## src/rtl/div_pkg.sv

```systemverilog
// Shared definitions for the sequential signed divider: FSM state encoding
// and the default operand width.
package div_pkg;

    localparam int DIV_W = 17;

    typedef enum logic [1:0] {
        ST_IDLE = 2'd0,
        ST_CALC = 2'd1,
        ST_FIX  = 2'd2,
        ST_DONE = 2'd3
    } div_state_t;

endpackage

```

## src/rtl/div_seq_if.sv

```systemverilog
// Operand/result handshake bundle of div_seq; the producer/consumer side uses
// master, the divider uses slave.
interface div_seq_if import div_pkg::*; #(parameter int W = DIV_W);

    logic         in_valid;
    logic         in_ready;
    logic [W-1:0] dividend;
    logic [W-1:0] divisor;
    logic         out_valid;
    logic         out_ready;
    logic [W-1:0] quotient;
    logic [W-1:0] remainder;
    logic         dbz;
    logic         ovf;

    modport master (
        output in_valid, dividend, divisor, out_ready,
        input  in_ready, out_valid, quotient, remainder, dbz, ovf
    );

    modport slave (
        input  in_valid, dividend, divisor, out_ready,
        output in_ready, out_valid, quotient, remainder, dbz, ovf
    );

endinterface

```

## src/rtl/div_step.sv

```systemverilog
// One restoring-division iteration on magnitudes: shift {rem, quo} left,
// trial-subtract the divisor and keep the difference when it does not borrow.
module div_step import div_pkg::*; #(
    parameter int W = DIV_W
) (
    input  logic [W:0]   rem,
    input  logic [W-1:0] quo,
    input  logic [W-1:0] divisor,
    output logic [W:0]   rem_next,
    output logic [W-1:0] quo_next
);

    logic [W+1:0] shifted_s;
    logic [W+1:0] diff_s;

    // Trial subtract; bit W+1 of the difference is the borrow.
    always_comb begin
        shifted_s = {rem, quo[W-1]};
        diff_s    = shifted_s - {2'b00, divisor};
        if (diff_s[W+1]) begin
            rem_next = shifted_s[W:0];
            quo_next = {quo[W-2:0], 1'b0};
        end else begin
            rem_next = diff_s[W:0];
            quo_next = {quo[W-2:0], 1'b1};
        end
    end

endmodule

```

## src/rtl/div_seq.sv

```systemverilog
// Sequential signed divider (restoring, radix-2) with valid/ready handshake.
// Optional macro DIV_ZERO_BYPASS_EN: a zero divisor skips the iteration phase.
module div_seq import div_pkg::*; #(
    parameter int W = DIV_W
) (
    input  logic       clk,
    input  logic       rst,
    div_seq_if.slave   bus
);

    localparam int CW = $clog2(W + 1);

    div_state_t   state_r;
    div_state_t   state_nxt_s;
    logic [W:0]   rem_r;
    logic [W-1:0] quo_r;
    logic [W-1:0] dvsr_r;
    logic [W-1:0] dividend_r;
    logic         neg_q_r;
    logic         neg_r_r;
    logic         dbz_flag_r;
    logic         ovf_flag_r;
    logic [CW-1:0] cnt_r;
    logic [W-1:0] quotient_r;
    logic [W-1:0] remainder_r;
    logic         dbz_r;
    logic         ovf_r;
    logic [W:0]   rem_nxt_s;
    logic [W-1:0] quo_nxt_s;
    logic         in_ready_s;
    logic         out_valid_s;
    logic         div_zero_s;
    logic         ovf_case_s;

    function automatic logic [W-1:0] negate(input logic [W-1:0] v);
        return ~v + W'(1);
    endfunction

    // |-2^(W-1)| wraps to 2^(W-1), which is still correct read as unsigned.
    function automatic logic [W-1:0] magnitude(input logic [W-1:0] v);
        return v[W-1] ? negate(v) : v;
    endfunction

    assign div_zero_s = (bus.divisor == {W{1'b0}});
    assign ovf_case_s = (bus.dividend == {1'b1, {(W-1){1'b0}}}) &&
                        (bus.divisor == {W{1'b1}});

    div_step #(.W(W)) u_step (
        .rem      (rem_r),
        .quo      (quo_r),
        .divisor  (dvsr_r),
        .rem_next (rem_nxt_s),
        .quo_next (quo_nxt_s)
    );

    // State register.
    always_ff @(posedge clk or negedge rst) begin
        if (!rst) begin
            state_r <= ST_IDLE;
        end else begin
            state_r <= state_nxt_s;
        end
    end

    // Next-state logic; CALC spends one extra cycle at count zero before FIX.
    always_comb begin
        state_nxt_s = state_r;
        case (state_r)
            ST_IDLE: begin
                if (bus.in_valid) begin
`ifdef DIV_ZERO_BYPASS_EN
                    state_nxt_s = div_zero_s ? ST_FIX : ST_CALC;
`else
                    state_nxt_s = ST_CALC;
`endif
                end else begin
                    state_nxt_s = ST_IDLE;
                end
            end
            ST_CALC: begin
                if (cnt_r == {CW{1'b0}}) begin
                    state_nxt_s = ST_FIX;
                end else begin
                    state_nxt_s = ST_CALC;
                end
            end
            ST_FIX:  state_nxt_s = ST_DONE;
            ST_DONE: begin
                if (bus.out_ready) begin
                    state_nxt_s = ST_IDLE;
                end else begin
                    state_nxt_s = ST_DONE;
                end
            end
            default: state_nxt_s = ST_IDLE;
        endcase
    end

    // Handshake outputs decoded from the state register.
    always_comb begin
        in_ready_s  = 1'b0;
        out_valid_s = 1'b0;
        case (state_r)
            ST_IDLE: in_ready_s  = 1'b1;
            ST_DONE: out_valid_s = 1'b1;
            default: begin
                in_ready_s  = 1'b0;
                out_valid_s = 1'b0;
            end
        endcase
    end

    // Operand capture, iteration datapath and sign-corrected result registers.
    always_ff @(posedge clk or negedge rst) begin
        if (!rst) begin
            rem_r       <= {(W+1){1'b0}};
            quo_r       <= {W{1'b0}};
            dvsr_r      <= {W{1'b0}};
            dividend_r  <= {W{1'b0}};
            neg_q_r     <= 1'b0;
            neg_r_r     <= 1'b0;
            dbz_flag_r  <= 1'b0;
            ovf_flag_r  <= 1'b0;
            cnt_r       <= {CW{1'b0}};
            quotient_r  <= {W{1'b0}};
            remainder_r <= {W{1'b0}};
            dbz_r       <= 1'b0;
            ovf_r       <= 1'b0;
        end else begin
            case (state_r)
                ST_IDLE: begin
                    if (bus.in_valid) begin
                        rem_r      <= {(W+1){1'b0}};
                        quo_r      <= magnitude(bus.dividend);
                        dvsr_r     <= magnitude(bus.divisor);
                        dividend_r <= bus.dividend;
                        neg_q_r    <= bus.dividend[W-1] ^ bus.divisor[W-1];
                        neg_r_r    <= bus.dividend[W-1];
                        dbz_flag_r <= div_zero_s;
                        ovf_flag_r <= ovf_case_s;
                        cnt_r      <= CW'(W);
                    end
                end
                ST_CALC: begin
                    if (cnt_r != {CW{1'b0}}) begin
                        rem_r <= rem_nxt_s;
                        quo_r <= quo_nxt_s;
                        cnt_r <= cnt_r - CW'(1);
                    end
                end
                ST_FIX: begin
                    if (dbz_flag_r) begin
                        quotient_r  <= {W{1'b1}};
                        remainder_r <= dividend_r;
                    end else begin
                        quotient_r  <= neg_q_r ? negate(quo_r) : quo_r;
                        remainder_r <= neg_r_r ? negate(rem_r[W-1:0]) : rem_r[W-1:0];
                    end
                    dbz_r <= dbz_flag_r;
                    ovf_r <= ovf_flag_r;
                end
                default: begin
                end
            endcase
        end
    end

    assign bus.in_ready  = in_ready_s;
    assign bus.out_valid = out_valid_s;
    assign bus.quotient  = quotient_r;
    assign bus.remainder = remainder_r;
    assign bus.dbz       = dbz_r;
    assign bus.ovf       = ovf_r;

endmodule

```

## src/flat_wrapper.sv

```systemverilog
// flat-port wrapper written by rule: the top's interface ports become plain ports
module div_seq_flat import div_pkg::*;
#(
    parameter int W = DIV_W
)
  (clk, rst, bus_in_valid, bus_dividend, bus_divisor, bus_out_ready, bus_in_ready, bus_out_valid, bus_quotient, bus_remainder, bus_dbz, bus_ovf);
  div_seq_if #(.W(W)) bus_i ();
  input  logic clk;
  input  logic rst;
  input wire logic [$bits(bus_i.in_valid)-1:0] bus_in_valid;
  input wire logic [$bits(bus_i.dividend)-1:0] bus_dividend;
  input wire logic [$bits(bus_i.divisor)-1:0] bus_divisor;
  input wire logic [$bits(bus_i.out_ready)-1:0] bus_out_ready;
  output wire logic [$bits(bus_i.in_ready)-1:0] bus_in_ready;
  output wire logic [$bits(bus_i.out_valid)-1:0] bus_out_valid;
  output wire logic [$bits(bus_i.quotient)-1:0] bus_quotient;
  output wire logic [$bits(bus_i.remainder)-1:0] bus_remainder;
  output wire logic [$bits(bus_i.dbz)-1:0] bus_dbz;
  output wire logic [$bits(bus_i.ovf)-1:0] bus_ovf;
  assign bus_i.in_valid = bus_in_valid;
  assign bus_i.dividend = bus_dividend;
  assign bus_i.divisor = bus_divisor;
  assign bus_i.out_ready = bus_out_ready;
  assign bus_in_ready = bus_i.in_ready;
  assign bus_out_valid = bus_i.out_valid;
  assign bus_quotient = bus_i.quotient;
  assign bus_remainder = bus_i.remainder;
  assign bus_dbz = bus_i.dbz;
  assign bus_ovf = bus_i.ovf;
  div_seq #(.W(W)) u_core (.clk(clk), .rst(rst), .bus(bus_i));
endmodule
```

## config.mk

```make
export PLATFORM = sky130hd
export DESIGN_NAME = div_seq_flat
export DESIGN_NICKNAME = d
export VERILOG_FILES = /design/src/rtl/div_pkg.sv /design/src/rtl/div_seq_if.sv /design/src/rtl/div_step.sv /design/src/rtl/div_seq.sv /design/src/flat_wrapper.sv
export SDC_FILE = /design/constraint.sdc
export NUM_CORES = 1
export LEC_CHECK = 0
export ABC_CLOCK_PERIOD_IN_PS = 2300
export CORE_ASPECT_RATIO = 0.6
export CORE_MARGIN = 10
export CORE_UTILIZATION = 53
export CTS_BUF_LIST = sky130_fd_sc_hd__clkbuf_8
export CTS_CLUSTER_DIAMETER = 50
export DETAILED_ROUTE_END_ITERATION = 16
export MAX_ROUTING_LAYER = met4
export PLACE_DENSITY = 0.77
export SETUP_SLACK_MARGIN = 0.3
export SLEW_MARGIN = 20
export SYNTH_ARGS = -nofsm -noshare
export SYNTH_HDL_FRONTEND = slang
export SYNTH_SLANG_ARGS = --single-unit
```

## constraint.sdc

```tcl
create_clock -name clk -period 2.3 [get_ports clk]
set_clock_uncertainty 0.1 [all_clocks]
set_input_delay 0.345 -clock clk [delete_from_list [all_inputs] [get_ports clk]]
set_output_delay 0.345 -clock clk [all_outputs]
set_load 0.02 [all_outputs]
```

## Yosys cells after proc, flatten, opt, wreduce, memory -nomap -nowiden

Index checks and enable logic that the tools add are counted.

- Add/subtract/negate cells: 6
- Multiply operators: 0
- Divide/modulo/power cells: 0
- $lt $le $gt $ge: 0
- Eq/ne operators: 7
- Shift operators: 0
- Multiplexer cells: 23
- Bitwise operators: 5
- Reductions and logical operators: 8

Operators with widths:

| kind | number |
|---|---|
| $mux 17 | 8 |
| $add 17x1->17 const B | 4 |
| $not 17->17 | 4 |
| $mux 18 | 3 |
| $pmux 18 s2 | 1 |
| $eq 17x17->1 const B | 2 |
| $pmux 17 s2 | 1 |
| $sub 19x17->19 | 1 |
| $logic_not 17->1 | 1 |
| $mux 5 | 2 |
| $pmux 5 s2 | 1 |
| $pmux 2 s4 | 1 |
| $logic_not 5->1 | 1 |
| $reduce_bool 5->1 | 1 |
| $sub 5x1->5 const B | 1 |
| $eq 2x2->1 const B | 2 |
| $mux 1 | 4 |
| $mux 2 | 2 |
| $reduce_and 3->1 | 1 |
| $eq 2x1->1 const B | 1 |
| $logic_not 2->1 | 1 |
| $ne 2x1->1 const B | 1 |
| $ne 2x2->1 const B | 1 |
| $reduce_and 2->1 | 1 |
| 3 further kinds | 3 |

- Register bits after elaboration: 116
- Bits in latches: 0
- RAM bits: 0
- ROM bits: 0
- Input bits: 38
- Output and inout bits: 38
- Word-level logic and storage cells: 63
- Memories kept: 0

## Logic depth before layout (Yosys ltp)

Gate-level depths: netlist (run 1).

- Depth after elaboration: 5
- Depth in mapped cells: 11
- Mapped depth without buffers: 10

## Cells and area by module

From an unflattened synthesis (run 1), not the netlist that was laid out.

- Cell total of the unflattened synthesis: 853
- Area total of the unflattened synthesis: 7369.6 um^2

Modules (own cells, without submodules):

| module | instances | cells each | area each (um^2) | sequential area each (um^2) |
|---|---|---|---|---|
| div_seq | 1 | 674 | 5958.2 | 2877.8 |
| div_step | 1 | 179 | 1411.4 | 0.0 |

## Least setup slack after synthesis (run 1)

OpenSTA, ideal clock, no wires.

- Kind: register -> register
- Start: register u_core.rem_r[8]
- End: register u_core.rem_r[17]
- Setup time: 0.066 ns
- Data arrival time: 2.288 ns
- Required time: 2.134 ns
- Path slack: -0.154 ns
- Cell stages (with the launch flop): 11
- Buffers on the path: 2
- Period minus slack after synthesis: 2.454 ns
- Cell sequence: dfrtp_1 -> ha_1 -> buf_2 -> a21oi_1 -> o211ai_1 -> a21boi_1 -> nor2_1 -> a311oi_2 -> buf_6 -> mux2_4 -> nand2_1

- Word-level cells in the longest chain between the ends: 4

RTL lines:

| element | line | RTL |
|---|---|---|
| from (decl) | div_seq.sv:15 | `logic [W:0] rem_r;` |
| from (signal assigned) | div_seq.sv:116 | `rem_r <= {(W+1){1'b0}};` |
| from (signal assigned) | div_seq.sv:133 | `rem_r <= {(W+1){1'b0}};` |
| from (signal assigned) | div_seq.sv:146 | `rem_r <= rem_nxt_s;` |
| $sub 19x17->19 | div_step.sv:19 | `diff_s = shifted_s - {2'b00, divisor};` |
| $mux 18 | div_step.sv:20 | `if (diff_s[W+1]) begin` |
| $mux 18 | div_seq.sv:145 | `if (cnt_r != {CW{1'b0}}) begin` |
| $pmux 18 s2 | div_seq.sv:130 | `case (state_r)` |

No other way between the ends. The select of a mux whose other input is x is not followed.
A chain may end at the register's enable or synchronous reset.

## Final worst setup path (run 1)

- Start: register u_core.rem_r[14]
- End: register u_core.rem_r[0]

The elaborated chain is that of the path after synthesis.

==> impl_metrics.json, run 1 <==
{
  "synth.avg_cell_area_um2": 8.38,
  "yosys_warnings": 0,
  "wl_mm": 29.3,
  "fp.dieH_um": 109,
  "hpwl_mm": 16.0,
  "drtPass1Iterations": 9,
  "final_util": 0.848,
  "leakage_uw": 0.00492,
  "ys.flop_type": "dfrtp_1",
  "synth-async-reset-ratio": 1.00,
  "drv_cap": 0,
  "powerDensity_nw_per_um2": 1960,
  "layout.nets": 1138,
  "num_rows": 32,
  "worst_pin_slew_ps": 711,
  "clock_path_buffers": 2,
  "multi_input_area_um2": 4750,
  "ir_drop_mv": 1.09,
  "cts-root-buf": "clkbuf_8",
  "clock_latency_ps": 460,
  "io_buffers": 75,
  "drc": 0,
  "cts.sinks": 115,
  "start_kind": "register",
  "viasPerCell": 6.34,
  "antenna_cells": 0,
  "die_area_um2": 18400,
  "status": "finished with violations",
  "tns_ps": -5180,
  "first_global_vias": 7218,
  "start_util": 0.545,
  "grt_max_degree": 56,
  "relSlewSlack": 0.521,
  "synthCells": 838,
  "grt-ovfl-total": 0,
  "coreArea_um2": 12900,
  "antenna_found_initial": 0,
  "r2r_cells": 10,
  "synthDistinctLibCells": 59,
  "whs_path_depth": 4,
  "instances_no_fill": 1259,
  "grt_setup_unrepaired": "yes",
  "clk_pin_slew_ps": 80,
  "vias": 7985,
  "seq_area_frac_synth": 0.410,
  "cp-end-kind": "register",
  "ff_latch_area_um2": 2880,
  "hold_slack_ps": 232,
  "crit_type": "register to register",
  "synth-seq-cells": 115,
  "fin_crit_ps": 2610,
  "grt_pass1_wl_mm": 39.4,
  "drt_iter0_markers": 1221,
  "final.period_utilization": 1.13,
  "grt_use_total": 0.277,
  "routedWlPerCell_um": 23.3,
  "synth_area_um2": 7020,
  "arrival_ps": 2840,
  "dp_cells": 1166,
  "detail-route-antenna-nets": 0,
  "cts_inserted_buffers": 17,
  "worstHoldPathType": "primary input to register",
  "fill_cells": 673,
  "die_w_um": 169,
  "crit_fanout": 6,
  "setup_violations": 27,
  "slew_violations": 0,
  "critPathRequiredTime_ps": 2530,
  "place.gp.congestion": 0.942,
  "synth_edf_count": 0,
  "area_growth_pct": 55.7,
  "cts_tree": "yes",
  "h-tree-depth": 4,
  "violations": "setup timing",
  "fin_ws_ps": -306,
  "dp_slack_ps": -346,
  "ioPinCount": 76,
  "finalHoldViolations": 0,
  "clock.fmax_mhz": 384,
  "drive_above_1_share": 0.342,
  "synthesis.nets": 900
}
-- cell usage in the layout, fill, tap and decap left out, types with 5 or more instances in the layout --
cell,count
o21ai_0,52
xor2_1,38
a21oi_2,16
buf_4,143
clkbuf_8,17
a21oi_1,45
nand3_1,9
clkdlybuf4s50_1,67
nor2_1,58
inv_1,17
dfrtp_1,111
o31ai_4,8
a21o_1,9
o21ai_1,25
buf_12,11
dlymetal6s2s_1,5
nand2_1,147
buf_6,28
xnor2_1,28
buf_16,5
ha_1,10
or4_4,7
or3_1,6
o31ai_1,6
nand2_2,9
ha_4,11
nand2_4,15
o21ai_2,10
nand2b_1,7
mux2i_1,18
o211ai_1,6
inv_2,12
nand4_1,8
-- timing repair --
item | CTS | global route
gates cloned | 5 | 2
endpoints found under the hold margin | 29 | 0
pin swaps | 50 | 57
setup buffers | 31 | 22
resized for setup | 123 | 124
setup endpoints to repair | 60 | 66
hold buffers | 1 | 0
-- where the power goes --
| group | switching [uW] | internal (uW) | total [uW] |
|---|---|---|---|
| Combinational | 8020 | 7370 | 15400 |
| Sequential | 975 | 3020 | 4000 |
| Clock | 1030 | 994 | 2020 |
-- state kept, by name, summed over array words and instances (netlist names) --
signal                flops
u_core.bus.remainder     17
u_core.dvsr_r            17
u_core.rem_r             18
u_core.ovf_flag_r         1
u_core.bus.quotient      17
u_core.cnt_r              5
u_core.neg_q_r            1
u_core.quo_r             17
u_core.bus.ovf            1
u_core.state_r            2
u_core.bus.dbz            1
u_core.neg_r_r            1
u_core.dividend_r        16
u_core.dbz_flag_r         1
-- kinds of logic after synthesis --
family,count (synthesis),share of synthesized area
adders and majority gates,24,0.0438
xor gates and xnor gates,73,0.0910
and+or+nand+nor,311,0.195
AOI/OAI and AO/OA,219,0.187
DFF,115,0.410
muxes,21,0.0306
buffers and inverters,75,0.0435
-- critical path, stage by stage, from the launching register on --
cell,delay [ps]
dfrtp_1,440
ha_4,270
a21o_1,170
a211o_1,310
a311o_1,350
o211ai_1,150
a311oi_4,70
buf_6,160
buf_12,140
mux2i_2,150
a22o_1,180
-- final timing paths --
path,end,start,slack [ps]
max,u_core.rem_r[0],u_core.rem_r[14],-310
min,u_core.dvsr_r[0],bus_divisor[0],230
max reg2reg,u_core.rem_r[0],u_core.rem_r[14],-310
min reg2reg,u_core.dividend_r[14],u_core.dividend_r[14],380
max in group asynchronous,u_core.dvsr_r[6],rst,1080
min in group asynchronous,u_core.bus.remainder[16],rst,280
-- area by class of cell --
cell class | instances | area share
inverters | 29 | 0.00995
clock buffers | 17 | 0.0214
flip-flops and latches | 115 | 0.264
well taps | 170 | 0.0195
clock inverters | 15 | 0.0158
repair buffers | 265 | 0.235
multi-input cells | 648 | 0.435
-- per-stage QoR --
stage	instance area (um^2)	power, uW
6_report	10900	21400
5_1_grt	10900	22200
4_1_cts	10200	18200
3_5_place_dp	8860	13800
3_3_place_gp	8860	13500
2_1_floorplan	7060	9780
-- layer usage --
metal	up-vias	routed length [um]	global-route usage
li1	3379	-	-
met1	3778	11600	0.380
met2	641	12400	0.392
met3	187	3790	0.0787
met4	0	1520	0.0705
met5	-	0	-
-- cells in the mapped netlist, drive strengths merged (2+ instances only) --
cell	n	share of area
buf	8	0.0077
xnor2	31	0.039
o31ai	15	0.017
nand2b	9	0.0080
mux2i	20	0.029
nand2	173	0.092
inv	29	0.015
o41ai	6	0.0086
nor2	63	0.034
nand3b	4	0.0043
xor2	42	0.052
o211ai	6	0.0064
or3	10	0.0089
and2	4	0.0036
ha	23	0.041
nor3b	2	0.0021
a211o	2	0.0025
nor4	4	0.0045
a21o	9	0.0096
a21oi	63	0.045
dfrtp	115	0.41
a2bb2oi	4	0.0050
or4	8	0.0091
a31oi	5	0.0045
a22o	3	0.0037
a211oi	4	0.0043
nor3	8	0.0057
nor2b	5	0.0045
o21ai	89	0.063
clkbuf	38	0.020
nand3	9	0.0064
a21boi	2	0.0021
nand4	8	0.0071
(Power assumes the default switching activity.)
==> run 2: changes to the inputs <==
--- a/config.mk
+++ b/config.mk
@@ -6,6 +6,7 @@
 export NUM_CORES = 1
 export LEC_CHECK = 0
 export ABC_CLOCK_PERIOD_IN_PS = 2300
+export CAP_MARGIN = 30
 export CORE_ASPECT_RATIO = 0.6
 export CORE_MARGIN = 10
 export CORE_UTILIZATION = 53
==> results of run 2 <==
Final layout, timing and power as in run 1 (identical DEF).
